File: config.mk
export PLATFORM = sky130hd
export DESIGN_NAME = rv32i_mem_arbiter
export DESIGN_NICKNAME = d
export VERILOG_FILES = /design/src/rtl/rv32i_pkg.sv /design/src/rtl/rv32i_rr_arb2.sv /design/src/rtl/rv32i_mem_arbiter.sv
export SDC_FILE = /design/constraint.sdc
export NUM_CORES = 1
export LEC_CHECK = 0
export CAP_MARGIN = 20
export CORE_ASPECT_RATIO = 0.75
export CORE_MARGIN = 8
export CORE_UTILIZATION = 23
export DETAILED_ROUTE_END_ITERATION = 10
export MAX_ROUTING_LAYER = met4
export PLACE_DENSITY_LB_ADDON = 0.25
export SLEW_MARGIN = 20
export SYNTH_ARGS = -nofsm -noshare
export SYNTH_HDL_FRONTEND = slang
export SYNTH_HIERARCHICAL = 1
export SYNTH_SLANG_ARGS = --single-unit
File: constraint.sdc
create_clock -name clk -period 3.2 [get_ports clk]
set_input_delay 0.32 -clock clk [delete_from_list [all_inputs] [get_ports clk]]
set_output_delay 0.32 -clock clk [all_outputs]
set_load 0.05 [all_outputs]
File: src/rtl/rv32i_pkg.sv
// Shared types and constants for the rv32i memory arbiter.
// Holds the boot FSM encoding, requester IDs and release length.
package rv32i_pkg;

    typedef enum logic [1:0] {
        BOOT    = 2'd0,
        RELEASE = 2'd1,
        RUN     = 2'd2
    } state_t;

    typedef enum logic [1:0] {
        LD = 2'd0,
        IF = 2'd1,
        DM = 2'd2
    } req_id_t;

    localparam int unsigned RELEASE_CYCLES = 2;

endpackage

File: src/rtl/rv32i_rr_arb2.sv
// Two-way round-robin arbiter with a registered preference pointer.
// Requester 0 is fetch, requester 1 is data.
module rv32i_rr_arb2 (
    input  logic       clk,
    input  logic       rst,
    input  logic       en,
    input  logic [1:0] req,
    output logic [1:0] gnt
);

    // 0: requester 0 preferred, 1: requester 1 preferred
    logic ptr;

    always_comb begin
        gnt = 2'b00;
        if (en) begin
            if (req[0] && (!req[1] || !ptr)) begin
                gnt[0] = 1'b1;
            end else if (req[1]) begin
                gnt[1] = 1'b1;
            end
        end
    end

    always_ff @(posedge clk or posedge rst) begin
        if (rst) begin
            ptr <= 1'b0;
        end else if (gnt[0]) begin
            ptr <= 1'b1;
        end else if (gnt[1]) begin
            ptr <= 1'b0;
        end
    end

endmodule

File: src/rtl/rv32i_mem_arbiter.sv
// Shares one synchronous single-port memory between loader, fetch
// and load/store ports, and sequences the core out of boot.
module rv32i_mem_arbiter
    import rv32i_pkg::*;
#(
    parameter int ADDR_W = 10,
    parameter int DATA_W = 32
) (
    input  logic              clk,
    input  logic              RN,
    input  logic              boot_en,
    input  logic              ld_req,
    input  logic              ld_we,
    input  logic [ADDR_W-1:0] ld_addr,
    input  logic [DATA_W-1:0] ld_wdata,
    output logic              ld_gnt,
    input  logic              if_req,
    input  logic [ADDR_W-1:0] if_addr,
    output logic              if_gnt,
    output logic              if_rvalid,
    input  logic              dm_req,
    input  logic              dm_we,
    input  logic [ADDR_W-1:0] dm_addr,
    input  logic [DATA_W-1:0] dm_wdata,
    output logic              dm_gnt,
    output logic              dm_rvalid,
    output logic [DATA_W-1:0] rd_data,
    output logic              mem_en,
    output logic              mem_we,
    output logic [ADDR_W-1:0] mem_addr,
    output logic [DATA_W-1:0] mem_wdata,
    input  logic [DATA_W-1:0] mem_rdata,
    output logic              core_rst
);

    localparam logic [1:0] REL_LAST = 2'(RELEASE_CYCLES - 1);

    state_t     state, state_nxt;
    logic [1:0] rel_cnt, rel_nxt;
    logic       arb_en;
    logic [1:0] arb_gnt;
    req_id_t    gnt_id;
    logic       pend_if, pend_dm;

    always_ff @(posedge clk or posedge RN) begin
        if (RN) begin
            state   <= BOOT;
            rel_cnt <= 2'd0;
        end else begin
            state   <= state_nxt;
            rel_cnt <= rel_nxt;
        end
    end

    always_comb begin
        state_nxt = state;
        rel_nxt   = rel_cnt;
        if (boot_en) begin
            state_nxt = BOOT;
            rel_nxt   = 2'd0;
        end else begin
            unique case (state)
                BOOT: begin
                    state_nxt = RELEASE;
                    rel_nxt   = 2'd0;
                end
                RELEASE: begin
                    if (rel_cnt == REL_LAST) begin
                        state_nxt = RUN;
                    end else begin
                        rel_nxt = rel_cnt + 2'd1;
                    end
                end
                RUN:     state_nxt = RUN;
                default: state_nxt = BOOT;
            endcase
        end
    end

    assign core_rst = (state != RUN);

    // Loader always wins; fetch/data only contend in RUN.
    assign ld_gnt = ld_req && !RN;
    assign arb_en = (state == RUN) && !ld_req && !RN;

    rv32i_rr_arb2 u_rr (
        .clk (clk),
        .rst (RN),
        .en  (arb_en),
        .req ({dm_req, if_req}),
        .gnt (arb_gnt)
    );

    assign if_gnt = arb_gnt[0];
    assign dm_gnt = arb_gnt[1];
    assign mem_en = ld_gnt || if_gnt || dm_gnt;

    always_comb begin
        gnt_id = LD;
        if (if_gnt) gnt_id = IF;
        if (dm_gnt) gnt_id = DM;
    end

    always_comb begin
        mem_we    = 1'b0;
        mem_addr  = '0;
        mem_wdata = '0;
        if (mem_en) begin
            unique case (gnt_id)
                LD: begin
                    mem_we    = ld_we;
                    mem_addr  = ld_addr;
                    mem_wdata = ld_wdata;
                end
                IF: mem_addr = if_addr;
                DM: begin
                    mem_we    = dm_we;
                    mem_addr  = dm_addr;
                    mem_wdata = dm_wdata;
                end
                default: mem_we = 1'b0;
            endcase
        end
    end

    // Read returns are tracked independently of the FSM state.
    always_ff @(posedge clk or posedge RN) begin
        if (RN) begin
            pend_if <= 1'b0;
            pend_dm <= 1'b0;
        end else begin
            pend_if <= if_gnt;
            pend_dm <= dm_gnt && !dm_we;
        end
    end

    assign if_rvalid = pend_if;
    assign dm_rvalid = pend_dm;
    assign rd_data   = (pend_if || pend_dm) ? mem_rdata : '0;

endmodule
Word-level counts from Yosys, hierarchy flattened
Index checks and enable logic that the tools add are counted.

cells by class
  add/subtract/negate cells = 1
  multiply operators = 0
  divide/modulo/power cells = 0
  order comparisons = 0
  eq/ne operators = 8
  shift operators = 0
  multiplexer cells = 21
  bitwise logic cells = 0
  reductions and logical operators = 19

operators with widths
  kind                 number
  $mux 32              2
  $pmux 32 s2          1
  $pmux 10 s3          1
  $mux 2               6
  $mux 10              1
  $mux 1               7
  $eq 2x1->1 const B   3
  $ne 3x3->1 const B   2
  $pmux 2 s3           1
  $logic_and 1x1->1    5
  $logic_not 1->1      5
  $eq 2x2->1 const B   2
  $logic_not 2->1      2
  $logic_or 1x1->1     4
  $pmux 2 s2           1
  $reduce_bool 3->1    1
  $add 2x1->2 const B  1
  $ne 2x2->1 const B   1
  $pmux 1 s2           1
  $reduce_and 2->1     1
  $reduce_bool 2->1    1

word-level totals
  bits in registers = 7
  bits in latches = 0
  bits in writable memories = 0
  ROM bits = 0
  bits of input ports = 134
  output and inout port bits = 82
  logic and storage cells = 54
  memories kept = 0

Longest topological paths before layout
  depth after elaboration = 10
  depth in mapped cells = 10

Modules after synthesis
The synthesis kept the hierarchy.

modules (own cells, without submodules)
  module             times used  cells an instance  area each (sq um)
  rv32i_mem_arbiter  1           154                1168.6
  rv32i_rr_arb2      1           9                  65.1

Worst setup path before layout
OpenSTA, ideal clock, no wires.

  kind = register to output
  from = reg state[0]
  to = out mem_addr[0]
  data arrival time = 4.023 ns
  slack = -1.143 ns
  cell stages (with the launch flop) = 11
  cells stage by stage = dfrtp_1 inv_1 ha_1 inv_1 nor3_1 nand2_1 a21oi_1 clkbuf_2 clkbuf_4 a22oi_1 o21ai_0

between the ends
  cells in the longest elaborated chain, start to end = 9

ends and longest elaborated chain
  what                                      line                      RTL
  from (decl)                               rv32i_mem_arbiter.sv:38   state_t state, state_nxt;
  from (signal assigned)                    rv32i_mem_arbiter.sv:50   state <= state_nxt;
  $eq 2x2->1 (*)                            rv32i_mem_arbiter.sv:84   assign arb_en = (state == RUN) && !ld_req && !RN;
  $logic_and 1x1->1 (*) (2 in series)       rv32i_mem_arbiter.sv:84
  via arb_en                                rv32i_mem_arbiter.sv:40   logic arb_en;
  $mux 2 (*)                                rv32i_rr_arb2.sv:16       if (en) begin
  via if_gnt                                rv32i_mem_arbiter.sv:19   output logic if_gnt,
  $mux 1                                    rv32i_mem_arbiter.sv:100  if (if_gnt) gnt_id = IF;
  $mux 2                                    rv32i_mem_arbiter.sv:101  if (dm_gnt) gnt_id = DM;
  $eq 2x2->1, or another cell as far along  rv32i_mem_arbiter.sv:109  unique case (gnt_id)
  $pmux 10 s3                               rv32i_mem_arbiter.sv:109
  $mux 10 (*)                               rv32i_mem_arbiter.sv:108  if (mem_en) begin
  to (decl)                                 rv32i_mem_arbiter.sv:30   output logic [ADDR_W-1:0] mem_addr,

The timed path passes the listed nets; every way through them passes the cells marked *.

Worst setup path after layout
  from = reg state[0]
  to = out mem_addr[4]

between the ends
  cells in the longest elaborated chain, start to end = 9

ends and longest elaborated chain
  what                                      line
  $eq 2x2->1 (*)                            rv32i_mem_arbiter.sv:84
  $logic_and 1x1->1 (*) (2 in series)       rv32i_mem_arbiter.sv:84
  via arb_en                                rv32i_mem_arbiter.sv:40
  $mux 2 (*)                                rv32i_rr_arb2.sv:16
  $mux 1                                    rv32i_mem_arbiter.sv:100
  $mux 2                                    rv32i_mem_arbiter.sv:101
  $eq 2x2->1, or another cell as far along  rv32i_mem_arbiter.sv:109
  $pmux 10 s3                               rv32i_mem_arbiter.sv:109
  $mux 10 (*)                               rv32i_mem_arbiter.sv:108

Marks and branches as above.

==> results.md <==
* Post-layout min period at 2.83 ns
* Worst path max stage delay at 0.39 ns
* First-pass iteration count of the detailed router at 5
* Fmax at 353 MHz
* Worst-path clk slew at 0.04 ns
* Num rows at 23
* Worst vdd ir at 0.000399 V
* Cell variety after synth at 28
* Syn_area_per_cell at between 7 and 8 µm²
* Clk_lat worst skew at approximately 0.23 ns
* Synth top area cells: a22o_1 (23%), nor2b_1 (21%), dfrtp_1 (14%)
* Warnings, synthesis at 6
* Critical Path Slowest Stage Cell: dfrtp_1
* Global-route wire length before repair at 13000 µm
* Critical path required time at between 2 and 3 ns
* Slew Viols, Final at 0
* Combinational share of power at 0.775
* Psw at ~510 µW
* Final antenna-violating net count at 0
* N_diodes at 0
* Final Setup Violations at 0
* Synthesized area at 1230 µm²
* Sw frac at 0.440
* Worst setup EP type: output pin
* Clock buffer depth at 2
* Cts bufs inserted at 3
* Via count at 2078
* Initial antenna violation count at 0
* CTS tree: done
* Routed wire length at 9040 µm
* Worst setup path class: reg -> out
* Htree depth at 1
* Crit-path max FO at 18
* Least-Margin Pin Slew at about 0.56 ns
* Clk sinks at 7
* HPWL after detailed placement at roughly 8000 µm
* Net Count, Synth at 302
* Hold Vio Cnt, Final at 0
* Number of port buffers at 215
* Post-CTS Setup Inserts at 0
* Clock Power Share at 0.107
* Status: completed
* Initial Util at 0.234
* Core area at between 5000 and 6000 µm²
* Cell Chain, Critical Path: inv_1, ha_1, inv_1, nor3_1, nand2_1, a21oi_4, buf_4, nor2b_1, a22oi_1, o21ai_2, buf_12
* Post-synth top area share at 0.234
* Synthesized instance count at 163
* Remaining DRCs at 0
* Synth Register Bits at 7
* Post-CTS sizing at 0
* Internal at 644 µW
* WP data arrival at 2.51 ns
* Vias in the first global route at approximately 2100
* TNS Setup at 0 ns
* Syn-to-layout area delta at 222%
* Aggregate global-route resource usage at 0.218
* Sequential area share after synthesis at 0.142
* Most used cell, CP: inv_1
* Skew final at 0.00306 ns
* Via/cell ratio at 4.64
* Wire length per cell at 20.2 µm
* Fill count at between 300 and 400
* Count of hold-fix buffers inserted at cts at 0
* Die height at about 79 µm
* Max-capacitance violation count at 0
* Largest net degree at the start of global routing at 36
* Overflow after GRT at 0
* Share of layout cells above drive strength 1 at 0.190
* Seq pwr share at 0.118
* Iteration-0 DRC Markers at 56
* Lkg Pwr at roughly 1.6 nW
* Layout Nets at 513
* Slew headroom at 0.623
* Die area at 7990 µm²
* Die width at 101 µm
* Pwr/cell area at 290 nW/µm²
* RSZ-0062 raised after global routing: no
* Hold Crit Class: in -> async
* GPL Wtd Cong at 0.865
* Leading area contributor after synthesis: a22o_1
* Critical Path Source Type: register
* Clock root buffer: clkbuf_8
* Final Cycle Share at 0.884
* I/O pin total at ~220
* Hold WS at 0.361 ns
* Power consumption at approximately 1.1 mW
==> routing by layer <==
layer  share of wire  GRT usage
met5               0          -
met1            0.38      0.231
met3           0.092     0.0732
met2            0.52      0.392
met4          0.0065     0.0331
==> final cells by class <==
type / count / area [µm²] / area share
clock buffer: 4 / 45.0 / 0.0113
inverter: 7 / 26.3 / 0.00662
multi-input combinational: 134 / 1010 / 0.254
sequential: 7 / 175 / 0.0441
tap: 75 / 93.8 / 0.0236
timing repair buffer: 221 / 2620 / 0.660
==> through the flow <==
step	setup WS, ns	utilization	area, µm²	std cells
after CTS	0.369	0.754	3970	448
final	0.370	0.754	3970	448
after floorplan	0.0825	-	1290	163
after global placement	0.630	0.745	3920	444
after detailed placement	0.505	0.745	3920	444
after global routing	0.172	0.754	3970	448
==> synthesized netlist by cell type (all sizes together) <==
cell,number
o21ai,10
buf,5
inv,7
or3,1
clkbuf,10
xnor2,1
and2b,1
and3,1
a21oi,4
nand2b,2
a22o,33
dfrtp,7
a22oi,10
nor2,4
nor3b,2
nand2,12
mux2i,2
ha,5
nand4b,1
o31ai,1
nor2b,43
nor3,1
==> kinds of logic (layout without fill, tap and decap cells) <==
family / Yosys count / count (layout) / share of synthesized area
AND/OR/NAND/NOR: 68 / 68 / 0.332
multiplexers: 2 / 2 / 0.0162
buffers and inverters: 22 / 232 / 0.0913
adder cells (fa/ha/maj): 5 / 5 / 0.0507
AO/OA/AOI/OAI: 58 / 58 / 0.361
flip-flops: 7 / 7 / 0.142
XOR/XNOR: 1 / 1 / 0.00710
==> state kept, by name (all words and copies together) (netlist names) <==
register	cells
rel_cnt	2
dm_rvalid	1
u_rr/ptr	1
state	2
if_rvalid	1
==> critical path: cells and delay by family (launching register included) <==
kind	cells	cell delay, ns
flip-flops	1	0.39
AND/OR/NAND/NOR	3	0.58
adder cells (fa/ha/maj)	1	0.15
AO/OA/AOI/OAI	3	0.56
buffers and inverters	4	0.59
==> worst paths after layout <==
kind                       startpoint          end  slack (ns)  depth (start not counted)
max                          state[0]  mem_addr[4]        0.37                         11
min reg2reg                rel_cnt[1]   rel_cnt[1]        0.56                          2
max reg2reg                  state[0]    dm_rvalid        1.33                          8
max in group asynchronous          RN     state[1]        2.55                          2
min                                RN     u_rr/ptr        0.36                          2
min in group clk           rel_cnt[1]   rel_cnt[1]        0.56                          2
==> cell usage in the layout, fill, tap and decap left out, types with 2 or more instances in the layout <==
cell type        count
nor2b_1             42
nand2_1             12
dfrtp_1              7
ha_1                 5
mux2i_1              2
nor2_1               3
a21oi_4              2
a22oi_1             10
buf_12              43
clkbuf_8             3
nand2b_1             2
a22o_1              33
clkdlybuf4s50_1    169
buf_4                9
o21ai_2             10
inv_1                7
==> power by group through the flow <==
| stage | clock network, mW | registers (mW) | logic, mW |
|---|---|---|---|
| 2_1_floorplan | 0 | 0.134 | 0.442 |
| 3_3_place_gp | 0 | 0.134 | 0.874 |
| 3_5_place_dp | 0 | 0.137 | 0.895 |
| 4_1_cts | 0.128 | 0.136 | 0.897 |
| 5_1_grt | 0.137 | 0.138 | 0.940 |
| 6_report | 0.123 | 0.136 | 0.891 |
No activity file was read; power rests on OpenSTA's default activity.
